File: src/rtl/serv_seq.sv
// serv_seq: instruction-phase sequencer for the SERV core with a datapath of
// W bits per cycle (W = 1, 2, 4 or 8). A pass over a 32-bit operand takes
// 32/W cycles. The sequencer owns the phase state machine (fetch, register-file
// wait, stage-one pass, memory/MDU wait, execute pass), the bit counter and its
// decoded strobes, and the valid/ready handshake to an optional MDU.
//
// Parameters:
//   W        bits per cycle (1, 2, 4, 8)
//   WITH_CSR 1 enables trap generation, 0 forces trap outputs low
//   ALIGN    1 suppresses misaligned jump/branch traps
//
// Build option:
//   SERV_SEQ_MDU_EN  when defined the MDU handshake (o_mdu_valid/i_mdu_ready,
//                    i_mdu_op) is active; when undefined o_mdu_valid is 0 and
//                    i_mdu_op/i_mdu_ready are ignored.
//
// Ports:
//   i_clk, i_rst           clock, asynchronous active-high reset
//   i_ibus_ack/o_ibus_cyc  instruction fetch handshake
//   i_rf_ready             register file ready for a pass
//   o_rf_rreq/o_rf_wreq    register file read/write request pulses
//   i_two_stage_op .. i_mdu_op  decoder controls
//   i_alu_cmp              ALU compare result
//   i_ctrl_misalign        jump target misaligned
//   i_mem_misalign         data address misaligned
//   i_new_irq              interrupt pending
//   o_dbus_cyc/i_dbus_ack  data bus handshake
//   o_mdu_valid/i_mdu_ready MDU handshake
//   o_cnt, o_cnt_en        beat index (lowest bit of beat) and pass-active
//   o_cnt0..o_cnt12        current beat covers that bit
//   o_cnt_done             last beat of a pass
//   o_mem_bytecnt          o_cnt[4:3]
//   o_init                 stage-one pass active
//   o_ctrl_pc_en, o_ctrl_jump, o_ctrl_trap  control unit strobes
//   o_state                FSM state, debug only
module serv_seq #(
  parameter int unsigned W        = 1,
  parameter int unsigned WITH_CSR = 1,
  parameter int unsigned ALIGN    = 0
) (
  input  logic       i_clk,
  input  logic       i_rst,
  // instruction bus
  input  logic       i_ibus_ack,
  output logic       o_ibus_cyc,
  // register file
  input  logic       i_rf_ready,
  output logic       o_rf_rreq,
  output logic       o_rf_wreq,
  // decoder
  input  logic       i_two_stage_op,
  input  logic       i_branch_op,
  input  logic       i_cond_branch,
  input  logic       i_bne_or_bge,
  input  logic       i_shift_op,
  input  logic       i_sh_done,
  input  logic       i_slt_or_branch,
  input  logic       i_dbus_en,
  input  logic       i_e_op,
  input  logic       i_mdu_op,
  // datapath status
  input  logic       i_alu_cmp,
  input  logic       i_ctrl_misalign,
  input  logic       i_mem_misalign,
  input  logic       i_new_irq,
  // data bus
  output logic       o_dbus_cyc,
  input  logic       i_dbus_ack,
  // MDU
  output logic       o_mdu_valid,
  input  logic       i_mdu_ready,
  // counter
  output logic [4:0] o_cnt,
  output logic       o_cnt_en,
  output logic       o_cnt0,
  output logic       o_cnt1,
  output logic       o_cnt2,
  output logic       o_cnt3,
  output logic       o_cnt7,
  output logic       o_cnt11,
  output logic       o_cnt12,
  output logic       o_cnt_done,
  output logic [1:0] o_mem_bytecnt,
  // control
  output logic       o_init,
  output logic       o_ctrl_pc_en,
  output logic       o_ctrl_jump,
  output logic       o_ctrl_trap,
  output logic [2:0] o_state
);

  localparam int unsigned STATE_W = 3;
  localparam int unsigned CNT_W   = 5;

  localparam logic [STATE_W-1:0] FETCH  = 3'd0;
  localparam logic [STATE_W-1:0] RFWAIT = 3'd1;
  localparam logic [STATE_W-1:0] INIT   = 3'd2;
  localparam logic [STATE_W-1:0] WAIT   = 3'd3;
  localparam logic [STATE_W-1:0] EXEC   = 3'd4;

  // Counter step, and the index of the last beat. Because W is a power of two
  // the last-beat index doubles as the mask that clears the in-beat bits.
  localparam logic [CNT_W-1:0] CNT_STEP = CNT_W'(W);
  localparam logic [CNT_W-1:0] CNT_LAST = CNT_W'(32 - W);

  localparam logic CSR_EN   = (WITH_CSR != 0);
  localparam logic ALIGN_EN = (ALIGN != 0);

  logic [STATE_W-1:0] state, state_nxt;
  logic [CNT_W-1:0]   cnt, cnt_nxt;
  logic               stage2, stage2_nxt;
  logic               jump_r, jump_nxt;
  logic               trap_r, trap_nxt;

  logic pass_active;
  logic cnt_done;
  logic take_branch;
  logic trap_cond;
  logic wait_wreq;
  logic mdu_op_c;
  logic mdu_ready_c;

  // MDU handshake inputs, gated by the build option
`ifdef SERV_SEQ_MDU_EN
  assign mdu_op_c    = i_mdu_op;
  assign mdu_ready_c = i_mdu_ready;
`else
  logic unused_mdu;
  assign mdu_op_c    = 1'b0;
  assign mdu_ready_c = 1'b0;
  assign unused_mdu  = &{1'b0, i_mdu_op, i_mdu_ready};
`endif

  // Beat k is covered when the beat base equals k with its in-beat bits cleared
  function automatic logic beat_has(input logic [CNT_W-1:0] c,
                                    input logic [CNT_W-1:0] k);
    beat_has = (c == (k & CNT_LAST));
  endfunction

  // Pass bookkeeping and decoded counter strobes
  assign pass_active = (state == INIT) || (state == EXEC);
  assign cnt_done    = pass_active && (cnt == CNT_LAST);

  assign o_cnt         = cnt;
  assign o_cnt_en      = pass_active;
  assign o_cnt_done    = cnt_done;
  assign o_cnt0        = pass_active & beat_has(cnt, 5'd0);
  assign o_cnt1        = pass_active & beat_has(cnt, 5'd1);
  assign o_cnt2        = pass_active & beat_has(cnt, 5'd2);
  assign o_cnt3        = pass_active & beat_has(cnt, 5'd3);
  assign o_cnt7        = pass_active & beat_has(cnt, 5'd7);
  assign o_cnt11       = pass_active & beat_has(cnt, 5'd11);
  assign o_cnt12       = pass_active & beat_has(cnt, 5'd12);
  assign o_mem_bytecnt = cnt[4:3];
  assign o_state       = state;

  // Branch decision and stage-one trap causes, sampled on the INIT done beat
  assign take_branch = i_branch_op & (~i_cond_branch | (i_alu_cmp ^ i_bne_or_bge));
  assign trap_cond   = CSR_EN & ((take_branch & i_ctrl_misalign & ~ALIGN_EN) |
                                 (i_dbus_en & i_mem_misalign));

  // Any of these completes the WAIT phase; several at once still give one pulse
  assign wait_wreq = i_dbus_ack | (i_shift_op & i_sh_done) | i_slt_or_branch |
                     (mdu_op_c & mdu_ready_c);

  // State and bookkeeping registers
  always_ff @(posedge i_clk or posedge i_rst) begin
    if (i_rst) begin
      state  <= FETCH;
      cnt    <= '0;
      stage2 <= 1'b0;
      jump_r <= 1'b0;
      trap_r <= 1'b0;
    end else begin
      state  <= state_nxt;
      cnt    <= cnt_nxt;
      stage2 <= stage2_nxt;
      jump_r <= jump_nxt;
      trap_r <= trap_nxt;
    end
  end

  // Next-state and phase outputs
  always_comb begin
    state_nxt    = state;
    stage2_nxt   = stage2;
    jump_nxt     = jump_r;
    trap_nxt     = trap_r;
    o_ibus_cyc   = 1'b0;
    o_rf_rreq    = 1'b0;
    o_rf_wreq    = 1'b0;
    o_init       = 1'b0;
    o_ctrl_pc_en = 1'b0;
    o_ctrl_jump  = 1'b0;
    o_ctrl_trap  = 1'b0;
    o_dbus_cyc   = 1'b0;
    o_mdu_valid  = 1'b0;

    unique case (state)
      FETCH: begin
        o_ibus_cyc = 1'b1;
        if (i_ibus_ack) begin
          o_rf_rreq  = 1'b1;
          stage2_nxt = 1'b0;
          trap_nxt   = 1'b0;
          state_nxt  = RFWAIT;
        end
      end

      RFWAIT: begin
        if (i_rf_ready) begin
          // An interrupt skips stage one and traps straight from EXEC
          if (!stage2 && i_two_stage_op && !i_new_irq) begin
            state_nxt = INIT;
          end else begin
            state_nxt = EXEC;
          end
        end
      end

      INIT: begin
        o_init = 1'b1;
        if (cnt_done) begin
          jump_nxt  = take_branch;
          trap_nxt  = trap_r | trap_cond;
          state_nxt = WAIT;
        end
      end

      WAIT: begin
        o_dbus_cyc  = i_dbus_en & ~trap_r;
        o_mdu_valid = mdu_op_c & ~trap_r;
        // A pending trap re-reads the register file for the trap handler
        // instead of waiting on the bus or MDU; it leaves after one cycle.
        if (trap_r) begin
          o_rf_rreq  = 1'b1;
          stage2_nxt = 1'b1;
          state_nxt  = RFWAIT;
        end else if (wait_wreq) begin
          o_rf_wreq  = 1'b1;
          stage2_nxt = 1'b1;
          state_nxt  = RFWAIT;
        end
      end

      EXEC: begin
        o_ctrl_pc_en = 1'b1;
        o_ctrl_jump  = jump_r;
        o_ctrl_trap  = CSR_EN & (i_e_op | i_new_irq | trap_r);
        if (cnt_done) begin
          jump_nxt  = 1'b0;
          state_nxt = FETCH;
        end
      end

      default: begin
        state_nxt = FETCH;
      end
    endcase
  end

  // Counter advances only during a pass and wraps to 0 after the last beat
  always_comb begin
    cnt_nxt = cnt;
    if (pass_active) begin
      cnt_nxt = cnt + CNT_STEP;
    end
  end

endmodule

File: config.mk
export PLATFORM = sky130hd
export DESIGN_NAME = serv_seq
export DESIGN_NICKNAME = d
export VERILOG_FILES = /design/src/rtl/serv_seq.sv
export SDC_FILE = /design/constraint.sdc
export NUM_CORES = 1
export LEC_CHECK = 0
export ABC_AREA = 0
export CORE_MARGIN = 5
export CORE_UTILIZATION = 40
export CTS_CLUSTER_DIAMETER = 150
export DETAILED_ROUTE_END_ITERATION = 8
export HOLD_SLACK_MARGIN = 0.05
export PLACE_DENSITY = 0.94
export RECOVER_POWER = 25
export SLEW_MARGIN = 30
export SYNTH_ARGS = -nofsm -noshare
export SYNTH_HDL_FRONTEND = slang
export SYNTH_SLANG_ARGS = --single-unit
File: constraint.sdc
create_clock -name i_clk -period 3.21 [get_ports i_clk]
set_input_delay 0.4815 -clock i_clk [delete_from_list [all_inputs] [get_ports i_clk]]
set_output_delay 0.4815 -clock i_clk [all_outputs]
set_load 0.1 [all_outputs]
==> out/results.ini <==
[global_routing]
grt_pass1_wl_mm=3.381
grt_start_max_net_pins=21
grt_pass1_vias=817
grtUsageTotal=0.1577
antenna_found_initial=0
grt_overflow=0

[placement]
dpl.cell_count=151
finalWeightedCongestion=0.7316
dpl.hpwl_mm=1.634
numPortBuffers=44

[sta]
fin_worst_skew_ps=10.99
fin_crit_ps=2551
tightest_slew_ps=709.5
fmax_mhz=392.1
timing.final.crit_share=0.7946
setup_viol=0
rsz0062_at_grt=no
maxSlewHeadroom=0.5270
hold_viol_final=0
finalMaxSlewViolations=0

[synth]
synth.distinct_cells=35
yosysWarnings=0
synth-seq-cells=11
synthCells=87
post_synth.cell_area_avg_um2=9.319
synth_top_area_frac=0.3395
netlist_area_um2=810.8
yosysSeqAreaShare=0.3395
synth_area_leader_cell=dfrtp_1
synth_area_leaders=dfrtp_1, ha_1, buf_4, and2_1, nor3_1
syn-num-nets=112

[floorplan]
rows=16
start_util=0.4175
dieArea_um2=3027
fp.dieW_um=55.02
die_h_um=55.02
ios=48
core_area_um2=1942

[clocking]
ctsResizeCount=0
post-cts-setup-buffer-count=0
clock-root-buffer=clkbuf_4
clk_pin_slew_ps=80
cts_tree=built
cts_max_level=1
clock_latency_ps=280
clk_path_buf_depth=2
cts_hold_buf=0
cts_buffers=3
clock-sinks=11

[hold_path]
min_path_type=reg2reg

[routing]
antenna_left=0
wirelength_mm=2.060
vias=790
viasPerCell=5.097
drc=0
routedWlPerCell_um=13.29
drt-initial-drc-count=4
firstDrtPassIters=3

[run]
timing.max_cap.violations=0

[finish]
fin_cells=155
final_common_cell=buf_4
area_delta_synth_final_pct=51.39
layout_common_cells=buf_4, clkdlybuf4s50_1, dfrtp_1
nNetsFinal=154
n_fill_cell=170
drive_gt1_frac=0.3359
antenna_cells=0

[critical_path]
worstPathMaxFanout=14
arrival_ps=2070
critical_path_class=reg2out
cp.required_ps=2730
start_kind=register
end_kind=output port

[status]
status=complete, no violations

==> final timing paths <==
| path | from | depth (start not counted) | slack [ps] | to |
|---|---|---|---|---|
| worst max register to register | o_cnt[0]$_DFFE_PP0P_ | 6 | 1500 | trap_r$_DFFE_PP0P_ |
| max in group asynchronous | i_rst | 2 | 2300 | trap_r$_DFFE_PP0P_ |
| worst min register to register | stage2$_DFFE_PP0P_ | 1 | 530 | stage2$_DFFE_PP0P_ |
| worst max-delay path | o_state[2]$_DFFE_PP0P_ | 4 | 660 | o_cnt12 |
| min in group asynchronous | i_rst | 2 | 620 | o_state[2]$_DFFE_PP0P_ |
| worst min-delay path | stage2$_DFFE_PP0P_ | 1 | 530 | stage2$_DFFE_PP0P_ |
==> per-stage QoR <==
stage	setup TNS, ps	worst slack, ps	utilization	cell area (um^2)	hold slack [ps]
global placement	0	1127	0.6218	1207	492.5
CTS	0	765.4	0.6360	1235	491.0
global route	0	504.9	0.6321	1227	593.4
floorplan	-133.2	-133.2	-	848.3	333.9
detailed placement	0	1088	0.6218	1207	515.0
finish	0	659.4	0.6321	1227	531.8
==> cells by family (layout without fill, tap and decap cells) <==
family,Yosys count,in the layout,synth area share
xor gates and xnor gates,5,5,0.06328
and+or+nand+nor,35,35,0.2732
adders and majority gates,5,5,0.07716
other,1,1,0.004625
muxes,2,2,0.02778
AOI/OAI and AO/OA,15,15,0.1281
buffers and inverters,13,54,0.08642
DFF,11,11,0.3395
==> critical path, stage by stage, from the launching register on <==
cell	delay, ps
dfrtp_1	540
xnor2_1	630
nor3_1	140
and4_1	240
buf_4	230
==> flip-flops by register name (all words and copies together) (netlist names) <==
register and flops:
o_state 3, trap_r 1, o_cnt 5, jump_r 1, stage2 1
==> cell usage after synthesis <==
master and n:
a32o_1 1, conb_1 1, nor3_1 6, and2_1 5, dfrtp_1 11, and3_1 2, o31a_1 1, xnor2_1 1
or3_1 2, a21oi_1 3, nand2b_1 1, inv_1 6, and4b_1 2, nand2_1 4, nor3b_1 4, a21boi_1 1
mux2_2 2, buf_2 2, xnor2_2 1, nand3_1 2, ha_1 5, o2111ai_1 1, and4bb_2 1, xor2_1 3
nor2b_1 1, nor2_4 1, nand3b_1 1, a211oi_1 1, and4_1 1, nor2_1 2, buf_4 5, a31oi_1 2
o211ai_1 2, o21ai_0 2, a311oi_1 1
==> routing by layer <==
layer	global-route usage	wire [um]	vias to the layer above
met5	0	0	-
met4	0.09312	35	0
met3	0.04021	216	3
met2	0.2677	990	40
met1	0.1766	817	360
li1	-	-	387
==> final cells by class <==
type                       instances  area (um^2)  share of cell area
multi-input combinational         63        495.5              0.4037
inverter                           6        22.52             0.01835
timing repair buffer              44        372.9              0.3038
clock inverter                     1        5.005            0.004077
clock buffer                       3        22.52             0.01835
sequential                        11        275.3              0.2243
tap                               27        33.78             0.02752
Power is not shown: default switching activity piles up to over one toggle a cycle in this logic, so the estimate is an artifact.
